`config.mk`:
```
export PLATFORM = sky130hd
export DESIGN_NAME = ula_cmd_seq
export DESIGN_NICKNAME = d
export VERILOG_FILES = /design/src/rtl/ula_cmd_seq.sv
export SDC_FILE = /design/constraint.sdc
export NUM_CORES = 1
export LEC_CHECK = 0
export BUFFER_PORTS_ARGS = -buffer_cell sky130_fd_sc_hd__buf_2
export CAP_MARGIN = 20
export CORE_ASPECT_RATIO = 1.75
export CORE_MARGIN = 10
export CORE_UTILIZATION = 46
export DETAILED_ROUTE_END_ITERATION = 10
export PLACE_DENSITY = 0.78
export RECOVER_POWER = 50
export SETUP_SLACK_MARGIN = 0.2
export SLEW_MARGIN = 10
export SYNTH_ARGS = -nofsm -noshare
export SYNTH_HDL_FRONTEND = slang
export SYNTH_SLANG_ARGS = --single-unit
```
`constraint.sdc`:
```
create_clock -name clk -period 1.7 [get_ports clk]
set_input_delay 0.17 -clock clk [delete_from_list [all_inputs] [get_ports clk]]
set_output_delay 0.17 -clock clk [all_outputs]
set_load 0.005 [all_outputs]
```
`src/rtl/ula_cmd_seq.sv`:
```
// ula_cmd_seq: clocked command front end for the combinational `ula` ALU.
// Accepts ops on a valid/ready port and returns result, zero and error on a second one.
//
// Ports:
//   clk, rst            rising-edge clock, synchronous active-high reset
//   cmd_valid/ready     command handshake; cmd_a, cmd_b operands, cmd_mode op select
//   ula_a/b/mode        registered operands and mode driven into `ula`
//   ula_result          combinational result returned by `ula`
//   rsp_valid/ready     response handshake; rsp_result, rsp_zero, rsp_err payload
//   op_count            successful responses consumed (wraps)
module ula_cmd_seq #(
  parameter int WIDTH  = 8,
  parameter int SETTLE = 1,
  parameter int CNT_W  = 8
) (
  input  logic             clk,
  input  logic             rst,
  input  logic             cmd_valid,
  output logic             cmd_ready,
  input  logic [WIDTH-1:0] cmd_a,
  input  logic [WIDTH-1:0] cmd_b,
  input  logic [3:0]       cmd_mode,
  output logic [WIDTH-1:0] ula_a,
  output logic [WIDTH-1:0] ula_b,
  output logic [3:0]       ula_mode,
  input  logic [WIDTH-1:0] ula_result,
  output logic             rsp_valid,
  input  logic             rsp_ready,
  output logic [WIDTH-1:0] rsp_result,
  output logic             rsp_zero,
  output logic             rsp_err,
  output logic [CNT_W-1:0] op_count
);

  // A zero settle time would sample ula_result in the same edge the
  // operands are launched, before the ALU has seen them.
  generate
    if (SETTLE < 1) begin : g_bad_settle
      $error("ula_cmd_seq: SETTLE must be >= 1");
    end
  endgenerate

  localparam int SW = (SETTLE > 1) ? $clog2(SETTLE) : 1;
  localparam logic [SW-1:0] CNT_INIT = SW'(SETTLE - 1);

  typedef enum logic [1:0] {
    IDLE = 2'd0,
    WAIT = 2'd1,
    RESP = 2'd2
  } state_t;

  state_t        state;
  logic [SW-1:0] cnt;
  logic          mode_ok;

  assign mode_ok = (cmd_mode < 4'd4);

  // Handshake outputs decode from the state register only.
  assign cmd_ready = (state == IDLE);
  assign rsp_valid = (state == RESP);

  always_ff @(posedge clk) begin
    if (rst) begin
      state      <= IDLE;
      cnt        <= '0;
      ula_a      <= '0;
      ula_b      <= '0;
      ula_mode   <= '0;
      rsp_result <= '0;
      rsp_zero   <= 1'b0;
      rsp_err    <= 1'b0;
      op_count   <= '0;
    end else begin
      unique case (state)
        IDLE: begin
          if (cmd_valid) begin
            if (mode_ok) begin
              ula_a    <= cmd_a;
              ula_b    <= cmd_b;
              ula_mode <= cmd_mode;
              cnt      <= CNT_INIT;
              state    <= WAIT;
            end else begin
              // Unsupported op never reaches the ALU.
              rsp_result <= '0;
              rsp_zero   <= 1'b0;
              rsp_err    <= 1'b1;
              state      <= RESP;
            end
          end
        end
        WAIT: begin
          if (cnt != '0) begin
            cnt <= cnt - 1'b1;
          end else begin
            rsp_result <= ula_result;
            rsp_zero   <= (ula_result == '0);
            rsp_err    <= 1'b0;
            state      <= RESP;
          end
        end
        RESP: begin
          if (rsp_ready) begin
            state <= IDLE;
            if (!rsp_err) begin
              op_count <= op_count + 1'b1;
            end
          end
        end
        default: begin
          state <= IDLE;
        end
      endcase
    end
  end

endmodule

```
==> metrics.yaml <==
end_kind: "flop"
start_kind: "flop"
post-cts-setup-buffers: 0
hold_violations: 0
synth_cell_types: 33
place_inst: 279
ys_ff_latch: 40
status: "finished, final reports clean"
fin_setup_tns_ps: 0
multi_input_area_um2: 738
setup_viol: 0
irDropWorstVdd_mv: 0.552
place_congestion: 0.744
final.setup_skew_ps: 6.36
syn2layout_area_growth_pct: 25.3
arrival_ps: 1590
grt_max_degree: 28
relSlewSlack_pct: 70.9
synth_seq_area_share_pct: 49.1
finalCritPeriodShare_pct: 84.2
rsz0062_at_grt: "yes"
start_util_pct: 48.0
path_clk_slew_ps: 70
min_period_ps: 1430
clk_latency_ps: 280
grt_pass1_wl_mm: 7.36
yosys_warnings: 0
grt.total_usage_pct: 14.0
avgSynthCellArea_um2: 9.59
drt-initial-drc-count: 55
ant_nets: 0
die_w_um: 65
critical_path_class: "flop to flop"
synth_fp_nets: 203
stdcell_count: 286
crit_fanout: 20
hold_path.class: "input pin to flop"
io_pins: 72
via_per_inst: 5.33
htree_levels: 2
vias: 1524
cts_buffers: 5
antenna_found_initial: 0
die_y_um: 98.8
drt_first_pass_iters: 4
rows: 28
p_leak_nw: 0.768
root_buffer: "clkbuf_8"
io_buffers: 71
ff_latch_area_um2: 805
finalPower_w: 0.00173
overflow: 0
hpwl_mm: 3.29
required_ps: 1860
dieArea_um2: 6420
post_drt_wl_per_cell_um: 15.6
hold_buffers: 0
synthCells: 170
nets: 274
drc: 0
drive_gt1_share_pct: 24.1
grt_pass1_vias: 1554
power_density_nw_per_um2: 847
clock_path_buffers: 2
antenna_cells_inserted: 0
fin_area_um2: 2040
tightestPinTransition_ps: 436
fmax_mhz: 699
cap_violations: 0
dpl_cell_area_um2: 2000
slew_violations: 0
routed_wl_mm: 4.45
core_area_um2: 3400
fillers: 323
cts_sinks: 40
syn_area_um2: 1630
cts_tree: "yes"
[critical path, stage by stage, from the launching register on]
cell and delay (ps):
dfxtp_4 400, or4b_4 620, o21ai_0 190, a21oi_1 90
[cells by family (layout without fill, tap and decap cells)]
group / count (synthesis) / after routing / synth area share [%]
adder cells (fa/ha/maj): 1 / 1 / 0.767
flip-flops: 40 / 40 / 49.1
XOR/XNOR: 1 / 1 / 0.537
multiplexers: 2 / 2 / 1.30
buffers and inverters: 16 / 87 / 5.99
AND/OR/NAND/NOR: 50 / 50 / 20.3
AO/OA/AOI/OAI: 60 / 60 / 22.0
[flip-flops by register name (all words and copies together) (netlist names)]
signal	cells
rsp_zero	1
state	2
rsp_err	1
ula_b	8
ula_mode	4
rsp_result	8
ula_a	8
op_count	8
[metal layers]
| metal | vias up | wire [um] | global-route usage, % |
|---|---|---|---|
| met3 | 4 | 387 | 6.35 |
| met5 | - | 0 | 0 |
| met4 | 0 | 40 | 5.63 |
| met2 | 62 | 2210 | 23.2 |
| met1 | 692 | 1810 | 15.0 |
| li1 | 766 | - | - |
[power by group]
group	internal (W)	switching, W
clock network	0.000279	0.000301
logic	0.0000800	0.0000909
registers	0.000959	0.0000193
total	0.00132	0.000412
[synth_stat cells]
cell type   n  area (um^2)
dfxtp_1    40          801
a21oi_1    25          125
nand3_1    20          100
o21ai_0    16         80.1
a22o_1      8         70.1
clkbuf_1    7         26.3
o21ai_1     6         30.0
buf_6       5         56.3
nor2_1      5         18.8
and2b_1     3         22.5
inv_1       3         11.3
or3_1       3         18.8
or4_1       3         22.5
nand2_1     2         7.51
nor2b_1     2         12.5
nor3_1      2         10.0
nor3b_1     2         15.0
nor4_1      2         12.5
o31ai_1     2         15.0
a211oi_4    1         20.0
clkinv_1    1         3.75
ha_1        1         12.5
mux2_2      1         11.3
mux2i_1     1         10.0
nand4_1     1         6.26
nand4bb_4   1         27.5
nor3b_2     1         12.5
nor4b_4     1         23.8
o21ba_2     1         10.0
o2bb2ai_1   1         8.76
or2_2       1         6.26
or4b_4      1         13.8
xor2_1      1         8.76
[path summary, 6_finish.rpt]
path | startpoint | end | slack, ps | cells after the start
max | state[1]$_SDFFE_PP0P_ | ula_a[0]$_SDFFE_PP0P_ | 270 | 3
min | ula_result[6] | rsp_result[6]$_SDFFE_PP0P_ | 110 | 2
max reg2reg | state[1]$_SDFFE_PP0P_ | ula_a[0]$_SDFFE_PP0P_ | 270 | 3
min reg2reg | rsp_zero$_SDFFE_PP0P_ | rsp_zero$_SDFFE_PP0P_ | 460 | 1
[through the flow]
| step | hold WS [ps] | setup slack, ps | util [%] |
|---|---|---|---|
| floorplan | 303 | 317 | - |
| global placement | 399 | 209 | 58.8 |
| detailed placement | 408 | 148 | 58.8 |
| CTS | 98.8 | 208 | 61.1 |
| global route | 111 | 186 | 60.1 |
| finish | 110 | 269 | 60.1 |
[final cells by class]
type / instances / share of cell area, %
multi-input cells: 114 / 36.1
flip-flops and latches: 40 / 39.4
well taps: 45 / 2.76
inverters: 4 / 0.735
clock inverters: 1 / 0.245
repair buffers: 76 / 17.2
clock buffers: 6 / 3.55
[placed cells by master, fill, tap and decap left out, drive strengths merged, types with 2 or more instances in the layout]
master  instances
buf            43
dfxtp          40
clkbuf         39
a21oi          25
o21ai          22
nand3          20
a22o            8
nor2            5
and2b           3
or4             3
inv             3
or3             3
nor3b           3
nand2           2
o31ai           2
nor3            2
nor2b           2
nor4            2
clkinv          2
[timing repair]
| action | CTS | global route |
|---|---|---|
| gates resized for setup | 1 | 2 |
| pin swaps | 0 | 1 |
| setup endpoints to repair | 21 | 14 |
(Power assumes the default switching activity.)
